<file path="config.mk">
export PLATFORM = sky130hd
export DESIGN_NAME = pipe_branch_unit
export DESIGN_NICKNAME = d
export VERILOG_FILES = /design/src/rtl/pipe_branch_pkg.sv /design/src/rtl/pipe_branch_cond.sv /design/src/rtl/pipe_branch_unit.sv
export SDC_FILE = /design/constraint.sdc
export NUM_CORES = 1
export LEC_CHECK = 0
export ABC_AREA = 1
export ABC_CLOCK_PERIOD_IN_PS = 1550
export CAP_MARGIN = 15
export CORE_MARGIN = 1
export CORE_UTILIZATION = 43
export CTS_BUF_LIST = sky130_fd_sc_hd__clkbuf_4 sky130_fd_sc_hd__clkbuf_8
export CTS_CLUSTER_DIAMETER = 30
export DETAILED_ROUTE_END_ITERATION = 16
export HOLD_SLACK_MARGIN = 0.08
export PLACE_DENSITY = 0.9
export SYNTH_ARGS = -nofsm -noshare
export SYNTH_HDL_FRONTEND = slang
export SYNTH_SLANG_ARGS = --single-unit
</file>
<file path="constraint.sdc">
create_clock -name clk -period 1.55 [get_ports clk]
set_input_delay 0.155 -clock clk [delete_from_list [all_inputs] [get_ports clk]]
set_output_delay 0.155 -clock clk [all_outputs]
set_load 0.02 [all_outputs]
</file>
<file path="src/rtl/pipe_branch_pkg.sv">
// Shared encodings and immediate helper for the pipeline branch unit.
package pipe_branch_pkg;

    typedef enum logic [1:0] {
        MODE_BR  = 2'b00,
        MODE_J   = 2'b01,
        MODE_JR  = 2'b10,
        MODE_NOP = 2'b11
    } mode_e;

    typedef enum logic [2:0] {
        COND_EQ  = 3'b000,
        COND_NE  = 3'b001,
        COND_LEZ = 3'b010,
        COND_GTZ = 3'b011,
        COND_LTZ = 3'b100,
        COND_GEZ = 3'b101
    } cond_e;

    // Sign-extends the low imm_w bits of imm to 64 bits, then shifts left; callers truncate to AW (AW <= 64).
    function automatic logic [63:0] sext_shift(input logic [63:0] imm, input int imm_w, input int shift);
        logic [63:0] ext;
        ext = imm << (64 - imm_w);
        ext = $signed(ext) >>> (64 - imm_w);
        return ext << shift;
    endfunction

endpackage

</file>
<file path="src/rtl/pipe_branch_cond.sv">
// Combinational branch condition evaluator; rs/rt are compared as signed values.
module pipe_branch_cond
    import pipe_branch_pkg::*;
#(
    parameter int AW = 32
) (
    input  logic [2:0]    cond_i,
    input  logic [AW-1:0] rs_i,
    input  logic [AW-1:0] rt_i,
    output logic          taken_br_o
);

    logic rs_neg;
    logic rs_zero;

    assign rs_neg  = rs_i[AW-1];
    assign rs_zero = (rs_i == '0);

    always_comb begin
        taken_br_o = 1'b0;
        case (cond_i)
            COND_EQ:  taken_br_o = (rs_i == rt_i);
            COND_NE:  taken_br_o = (rs_i != rt_i);
            COND_LEZ: taken_br_o = rs_neg || rs_zero;
            COND_GTZ: taken_br_o = !rs_neg && !rs_zero;
            COND_LTZ: taken_br_o = rs_neg;
            COND_GEZ: taken_br_o = !rs_neg;
            default:  taken_br_o = 1'b0;
        endcase
    end

endmodule

</file>
<file path="src/rtl/pipe_branch_unit.sv">
// Next-PC resolver with one registered valid/ready stage and flush.
// Optional branch statistics counters enabled by PIPE_BRANCH_STATS_EN.
module pipe_branch_unit
    import pipe_branch_pkg::*;
#(
    parameter int AW     = 32,
    parameter int IMM_W  = 16,
    parameter int JIDX_W = 26,
    parameter int SHIFT  = 2
) (
    input  logic              clk,
    input  logic              rst_n,
    input  logic              flush,
    input  logic              in_valid,
    output logic              in_ready,
    input  logic [1:0]        mode,
    input  logic [2:0]        cond,
    input  logic [AW-1:0]     pc,
    input  logic [IMM_W-1:0]  imm,
    input  logic [JIDX_W-1:0] jidx,
    input  logic [AW-1:0]     rs,
    input  logic [AW-1:0]     rt,
    output logic              out_valid,
    input  logic              out_ready,
    output logic              taken,
    output logic [AW-1:0]     next_pc,
    output logic [AW-1:0]     target
`ifdef PIPE_BRANCH_STATS_EN
    ,
    output logic [31:0]       br_count,
    output logic [31:0]       br_taken_count
`endif
);

    // Clears the upper PC bits that the jump index replaces; zero when the index fills the word.
    localparam logic [AW-1:0] J_HI_MASK = ~((AW'(1) << (JIDX_W + SHIFT)) - AW'(1));

    // Handshake: a transfer happens on a rising edge where valid && ready; an
    // offered op may not be withdrawn, and a held result stays stable until popped.
    logic          valid_q, valid_d;
    logic          taken_q, taken_d;
    logic [AW-1:0] next_pc_q, next_pc_d;
    logic [AW-1:0] target_q, target_d;

    logic          taken_br;
    logic          accept;
    logic [AW-1:0] br_off;
    logic [AW-1:0] j_lo;
    logic          op_taken;
    logic [AW-1:0] op_target;

    pipe_branch_cond #(.AW(AW)) u_cond (
        .cond_i     (cond),
        .rs_i       (rs),
        .rt_i       (rt),
        .taken_br_o (taken_br)
    );

    assign in_ready = !valid_q || out_ready;
    assign accept   = in_valid && in_ready && !flush;
    assign br_off   = AW'(sext_shift(64'(imm), IMM_W, SHIFT));
    assign j_lo     = AW'(jidx) << SHIFT;

    always_comb begin
        op_taken  = 1'b0;
        op_target = pc;
        case (mode)
            MODE_BR: begin
                op_taken  = taken_br;
                op_target = pc + br_off;
            end
            MODE_J: begin
                op_taken  = 1'b1;
                op_target = (pc & J_HI_MASK) | j_lo;
            end
            MODE_JR: begin
                op_taken  = 1'b1;
                op_target = rs;
            end
            default: begin
                op_taken  = 1'b0;
                op_target = pc;
            end
        endcase
    end

    always_comb begin
        valid_d   = valid_q;
        taken_d   = taken_q;
        next_pc_d = next_pc_q;
        target_d  = target_q;
        if (flush) begin
            valid_d = 1'b0;
        end else if (accept) begin
            valid_d   = 1'b1;
            taken_d   = op_taken;
            next_pc_d = op_taken ? op_target : pc;
            target_d  = op_target;
        end else if (out_ready) begin
            valid_d = 1'b0;
        end
    end

    always_ff @(posedge clk or negedge rst_n) begin
        if (!rst_n) begin
            valid_q   <= 1'b0;
            taken_q   <= 1'b0;
            next_pc_q <= '0;
            target_q  <= '0;
        end else begin
            valid_q   <= valid_d;
            taken_q   <= taken_d;
            next_pc_q <= next_pc_d;
            target_q  <= target_d;
        end
    end

    assign out_valid = valid_q;
    assign taken     = taken_q;
    assign next_pc   = next_pc_q;
    assign target    = target_q;

`ifdef PIPE_BRANCH_STATS_EN
    logic [31:0] br_cnt_q, br_cnt_d;
    logic [31:0] br_tk_q, br_tk_d;
    logic        br_accept;

    assign br_accept = accept && (mode == MODE_BR);

    always_comb begin
        br_cnt_d = br_cnt_q;
        br_tk_d  = br_tk_q;
        if (br_accept && (br_cnt_q != 32'hFFFF_FFFF)) br_cnt_d = br_cnt_q + 32'd1;
        if (br_accept && taken_br && (br_tk_q != 32'hFFFF_FFFF)) br_tk_d = br_tk_q + 32'd1;
    end

    always_ff @(posedge clk or negedge rst_n) begin
        if (!rst_n) begin
            br_cnt_q <= '0;
            br_tk_q  <= '0;
        end else begin
            br_cnt_q <= br_cnt_d;
            br_tk_q  <= br_tk_d;
        end
    end

    assign br_count       = br_cnt_q;
    assign br_taken_count = br_tk_q;
`endif

endmodule

</file>
==> results of run 1 <==
cell families after synthesis:
logic type / after synthesis / share of synthesized area
AOI/OAI and AO/OA: 161 / 0.1451
and+or+nand+nor: 572 / 0.3822
DFF: 66 / 0.2635
buffers and inverters: 169 / 0.1066
adders and majority gates: 34 / 0.06906
xor gates and xnor gates: 24 / 0.03353
metrics by stage:
step                      utilization  instances  hold WS [ns]
after floorplan                     -       1026       -0.1406
after global placement         0.7217       1538        0.2035
after detailed placement       0.7217       1538        0.2144
after CTS                      0.8115       1592        0.1265
layer usage:
metal / global-route usage / overflow
met2: 0.8532 / 2
met1: 0.6391 / 0
met3: 0.4535 / 0
met5: 0.07986 / 0
met4: 0.6067 / 1
synthesized netlist by cell type, types with 6 or more instances:
library cell	instances	area [um^2]
sky130_fd_sc_hd__a221oi_1	14	122.6
sky130_fd_sc_hd__nand2_1	341	1280
sky130_fd_sc_hd__nor2_1	78	292.8
sky130_fd_sc_hd__a21oi_1	57	285.3
sky130_fd_sc_hd__nand4_1	22	137.6
sky130_fd_sc_hd__nand3_1	109	545.5
sky130_fd_sc_hd__xnor2_1	23	201.4
sky130_fd_sc_hd__dfrtp_1	66	1652
sky130_fd_sc_hd__ha_1	33	412.9
sky130_fd_sc_hd__inv_1	127	476.7
sky130_fd_sc_hd__nand3b_1	6	45.04
sky130_fd_sc_hd__o211ai_1	7	52.55
sky130_fd_sc_hd__buf_1	6	22.52
sky130_fd_sc_hd__clkbuf_1	26	97.59
sky130_fd_sc_hd__nor3_1	8	40.04
sky130_fd_sc_hd__o21ai_0	72	360.4
what timing repair did:
action	CTS
endpoints found under the setup margin	81
resized for setup	638
cloned	5
pin swaps	169
hold endpoints to repair	66
hold buffers	1
buffers inserted	32
==> Implementation_results.wiki, run 1 <==
{| class="wikitable"
! Metric !! Value
|-
| Outcome || stopped before the end
|-
| Stage at which the run stopped || 5_1_grt
|-
| First error message || [ERROR GRT-0232] Routing congestion too high. Check the congestion heatmap in the GUI.
|-
| Number of distinct library cells after synthesis || 33
|-
| Post-Synthesis Cell Area || 0.006269 mm^2
|-
| IO buf count || roughly 210
|-
| Post-synth net total || ~1200
|-
| Top FF cell, synth || sky130_fd_sc_hd__dfrtp_1
|-
| Syn avg cell area || between 6 and 7 um^2
|-
| Endpoint with the least setup slack after the last repair || next_pc[22]$_DFFE_PN0P_/D
|-
| Starting density of the core || 0.4464
|-
| Count of synthesis-stage warnings from yosys || 0
|-
| Sink count of the clock tree || 66
|-
| Async set-or-reset flop fraction in the synthesized netlist || 1.000
|-
| Placer's final routability congestion estimate || 0.9901
|-
| Sequential-to-total area share from yosys stat || 0.2635
|-
| Cts bufs inserted || 9
|-
| Post-DP HPWL || between 20000 and 25000 um
|-
| Placed standard-cell area || 0.01013 mm^2
|-
| Vertical extent of the die || roughly 120 um
|-
| Pre-CTS worst setup slack || -1.062 ns
|-
| Count of flip-flops with a built-in enable after synthesis || 0
|-
| Category of the worst endpoint || register input
|-
| Row count || 43
|-
| Gr usage total || 0.6398
|-
| Cell count after synthesis || 1026
|-
| Root buf cell || sky130_fd_sc_hd__clkbuf_8
|-
| Horizontal die dimension || 122.7 um
|-
| Congestion Overflow GR || 3
|-
| Total of flip-flops plus latches after synthesis || 66
|-
| Number of ports placed on the die boundary || 215
|-
| Maximum number of pins on one net before global-route repair || 67
|-
| Clock Tree Buf Depth || 2
|-
| Number of H-tree levels || 3
|}
==> run 2: changes to the inputs <==
==> config.mk (replaced) <==
export PLATFORM = sky130hd
export DESIGN_NAME = pipe_branch_unit
export DESIGN_NICKNAME = d
export VERILOG_FILES = /design/src/rtl/pipe_branch_pkg.sv /design/src/rtl/pipe_branch_cond.sv /design/src/rtl/pipe_branch_unit.sv
export SDC_FILE = /design/constraint.sdc
export NUM_CORES = 1
export LEC_CHECK = 0
export ABC_AREA = 1
export ABC_CLOCK_PERIOD_IN_PS = 2000
export CAP_MARGIN = 15
export CORE_MARGIN = 1
export CORE_UTILIZATION = 40
export DETAILED_ROUTE_END_ITERATION = 16
export PLACE_DENSITY_LB_ADDON = 0.15
export SYNTH_ARGS = -nofsm -noshare
export SYNTH_HDL_FRONTEND = slang
export SYNTH_SLANG_ARGS = --single-unit
==> constraint.sdc (replaced) <==
create_clock -name clk -period 2 [get_ports clk]
set_input_delay 0.2 -clock clk [delete_from_list [all_inputs] [get_ports clk]]
set_output_delay 0.2 -clock clk [all_outputs]
set_load 0.02 [all_outputs]
==> Implementation_results.wiki, run 2 <==
{| class="wikitable"
! Metric !! Value
|-
| Slew at the pin closest to its max-slew limit || 0.7002 ns
|-
| Most numerous cell types in the synthesized netlist || sky130_fd_sc_hd__nand2_1, sky130_fd_sc_hd__inv_1, sky130_fd_sc_hd__nand3_1
|-
| Final layout net count || 1599
|-
| Cell count after synthesis || between 1000 and 1500
|-
| Required @ worst endpoint || 2.22 ns
|-
| Max Clock Skew || approximately 0.0026 ns
|-
| Root buf cell || sky130_fd_sc_hd__clkbuf_16
|-
| Post-Synthesis Cell Area || around 0.0063 mm^2
|-
| GRT busiest layer || met2
|-
| Placeable core region || 0.01526 mm^2
|-
| Total of flip-flops plus latches after synthesis || 66
|-
| Kind of critical path || in2reg
|-
| Post-DP HPWL || between 20000 and 25000 um
|-
| Final hold violation count || 0
|-
| Number of antenna diodes || 0
|-
| GR Layer Usage met2 || 0.5410
|-
| Proportion of layout cells with a drive suffix above 1 || 0.2665
|-
| Area enclosed by the die boundary || 0.01618 mm^2
|-
| Finish-stage setup viols || 0
|-
| Average wire per standard cell || 17.13 um
|-
| Top fanout value on the critical path || 3
|-
| Clock-pin slew on the worst setup and hold paths || about 0.06 ns
|-
| Number of H-tree levels || 3
|-
| Class of the tightest hold or removal check || in2reg
|-
| Gr usage total || 0.3392
|-
| Unrepaired setup endpoints after global routing || true
|-
| Post-route fraction of the period consumed by the critical path || 0.9881
|-
| Synthesis-to-layout area growth || 80.56%
|-
| Wire length of the first global-routing pass || between 40000 and 50000 um
|-
| Sequential-to-total area share from yosys stat || 0.2635
|-
| Final-layout worst hold slack || 0.2789 ns
|-
| Vertical extent of the die || 127.2 um
|-
| Placer's final routability congestion estimate || 0.9457
|-
| Syn avg cell area || 6.110 um^2
|-
| Clock period minus worst slack || 1.976 ns
|-
| DR pass1 iterations || 5
|-
| Horizontal die dimension || about 130 um
|-
| Async set-or-reset flop fraction in the synthesized netlist || 1.000
|-
| Critical register-to-register path endpoint || next_pc[12]$_DFFE_PN0P_
|-
| Number of distinct library cells after synthesis || 33
|-
| Drt via density || between 5 and 6
|-
| Leading area contributor after synthesis || sky130_fd_sc_hd__dfrtp_1
|-
| Cts bufs inserted || 9
|-
| Data arrival time of the worst path || 2.20 ns
|-
| Final core utilization || 0.7418
|-
| Count of flip-flops with a built-in enable after synthesis || 0
|-
| Max-slew violations || 0
|-
| Power, Total || 6.696 mW
|-
| Met3 track demand over resource in global routing || 0.04899
|-
| Via count || 8548
|-
| Maximum number of pins on one net before global-route repair || 57
|-
| Total Routed Length || ~28000 um
|-
| Number of standard cells in the final layout excluding fillers || 1633
|-
| Met1 track demand over resource in global routing || 0.4706
|-
| Area contributors post-synth || sky130_fd_sc_hd__dfrtp_1, sky130_fd_sc_hd__nand2_1, sky130_fd_sc_hd__nand3_1, sky130_fd_sc_hd__inv_1, sky130_fd_sc_hd__ha_1
|-
| Clock tree from TritonCTS || done
|-
| Type of destination of the critical path || flop
|-
| Worst R2R Path Depth || 8
|-
| Startpoint type of the worst setup path || input port
|-
| Power per unit of standard cell area || 591.6 mW/mm^2
|-
| Clk Latency, worst-skew pair || 0.33 ns
|-
| Sink count of the clock tree || 66
|-
| Most frequent cells in the layout || sky130_fd_sc_hd__nand2_1, sky130_fd_sc_hd__buf_4, sky130_fd_sc_hd__inv_1, sky130_fd_sc_hd__clkdlybuf4s50_1, sky130_fd_sc_hd__nand3_1
|-
| RR Startpoint || out_valid$_DFFE_PN0P_
|-
| Number of ports placed on the die boundary || 215
|-
| Residual DRC || 0
|-
| Clock Tree Buf Depth || 2
|-
| Critical path origin || pc[24]
|-
| Starting density of the core || 0.4108
|-
| Total instance count after detailed placement || 1599
|-
| Row count || 45
|-
| Area share of the largest cell type after synthesis || 0.2635
|-
| Most frequent cell after synthesis || sky130_fd_sc_hd__nand2_1
|-
| Congestion Overflow GR || 0
|-
| Post-synth net total || 1208
|-
| Pre-CTS worst setup slack || -0.6995 ns
|-
| Headroom to the max-slew limit || 0.5332
|-
| IO buf count || 214
|-
| Max Cap Viol || 0
|-
| Outcome || finished clean
|-
| Most common library cell in the layout ignoring fill and taps || sky130_fd_sc_hd__nand2_1
|-
| Initial antenna violation count || 0
|-
| End of the critical path || next_pc[30]$_DFFE_PN0P_
|-
| Remaining number of nets flagged by the antenna check after routing || 0
|-
| Worst setup margin || 0.02376 ns
|-
| Maximum VDD drop || 0.0005538 V
|-
| Via count of the first global-routing pass || 7816
|-
| Worst R2R Setup Slack || 0.41 ns
|-
| Highest achievable clock rate || 506.0 MHz
|-
| Count of synthesis-stage warnings from yosys || 0
|-
| Top FF cell, synth || sky130_fd_sc_hd__dfrtp_1
|-
| Number of fill cells in the layout || between 1000 and 1500
|-
| Leakage || 5.963 nW
|-
| Starting DRT DRC Count || 812
|}
## run 2: logic make-up (layout without fill, tap and decap cells)
kind of cell	after synthesis	count (layout)	share of synthesized area
AND/OR/NAND/NOR	572	572	0.3822
flip-flops	66	66	0.2635
XOR/XNOR	24	24	0.03353
AO/OA/AOI/OAI	161	161	0.1451
adder cells (fa/ha/maj)	34	34	0.06906
buffers and inverters	169	565	0.1066
## run 2: stage by stage
| stage | TNS [ns] | cell area, um^2 |
|---|---|---|
| after floorplan | 0 | 6269 |
| after global placement | -31.30 | 10010 |
| after detailed placement | -32.68 | 10010 |
| after CTS | 0 | 10930 |
| after global routing | -0.2513 | 11320 |
| final | 0 | 11320 |
## run 2: final cells by class
type,count,area [um^2],share of cell area
clock inverter,6,66.31,0.005859
multi-input combinational,791,4705,0.4157
sequential,66,1652,0.1459
timing repair buffer,419,3905,0.3450
clock buffer,10,239.0,0.02111
tap,211,264.0,0.02333
inverter,130,488.0,0.04311
## run 2: how the worst min path moves through the flow
stage | slack, ns | startpoint | end | depth (start not counted)
after detailed placement | 0.28 | rst_n | next_pc[6]$_DFFE_PN0P_ | 1
after global routing | 0.31 | pc[2] | next_pc[2]$_DFFE_PN0P_ | 4
after global placement | 0.28 | rst_n | next_pc[8]$_DFFE_PN0P_ | 1
after floorplan | -0.1 | rst_n | next_pc[0]$_DFFE_PN0P_ | 0
final | 0.28 | pc[2] | next_pc[2]$_DFFE_PN0P_ | 4
after CTS | 0.41 | pc[2] | next_pc[2]$_DFFE_PN0P_ | 4
## run 2: report_power, final
part	switching [mW]	internal [mW]	leakage, nW
combinational	1.73	1.61	5.00
clock	0.600	0.997	0.141
sequential	0.166	1.59	0.823
total	2.50	4.20	5.96
## run 2: layer usage
metal,vias to the layer above,share of wire
li1,4129,-
met1,3955,0.43
met2,409,0.46
met3,55,0.076
met4,0,0.026
met5,-,0
## run 2: worst max-delay path, stage by stage
cell and delay (ns):
sky130_fd_sc_hd__dlygate4sd2_1 0.30, sky130_fd_sc_hd__ha_4 0.28, sky130_fd_sc_hd__buf_4 0.15, sky130_fd_sc_hd__nand2_2 0.10, sky130_fd_sc_hd__inv_1 0.05, sky130_fd_sc_hd__nand2_1 0.06, sky130_fd_sc_hd__nand2_1 0.08, sky130_fd_sc_hd__nand2_1 0.07
sky130_fd_sc_hd__nand3_1 0.12, sky130_fd_sc_hd__a21oi_2 0.19, sky130_fd_sc_hd__nand3_1 0.09, sky130_fd_sc_hd__nand2_1 0.06, sky130_fd_sc_hd__nor2_1 0.05, sky130_fd_sc_hd__nor2_1 0.16, sky130_fd_sc_hd__nand3_1 0.11, sky130_fd_sc_hd__nand3_1 0.09
sky130_fd_sc_hd__nand2_1 0.05
## run 2: what timing repair did
action	4_1_cts	5_1_grt
resized for setup	164	144
setup buffers	11	5
hold buffers	1	0
cloned	1	0
setup endpoints to repair	59	56
pin swaps	52	84
endpoints found under the hold margin	27	0
(Power assumes the default switching activity.)
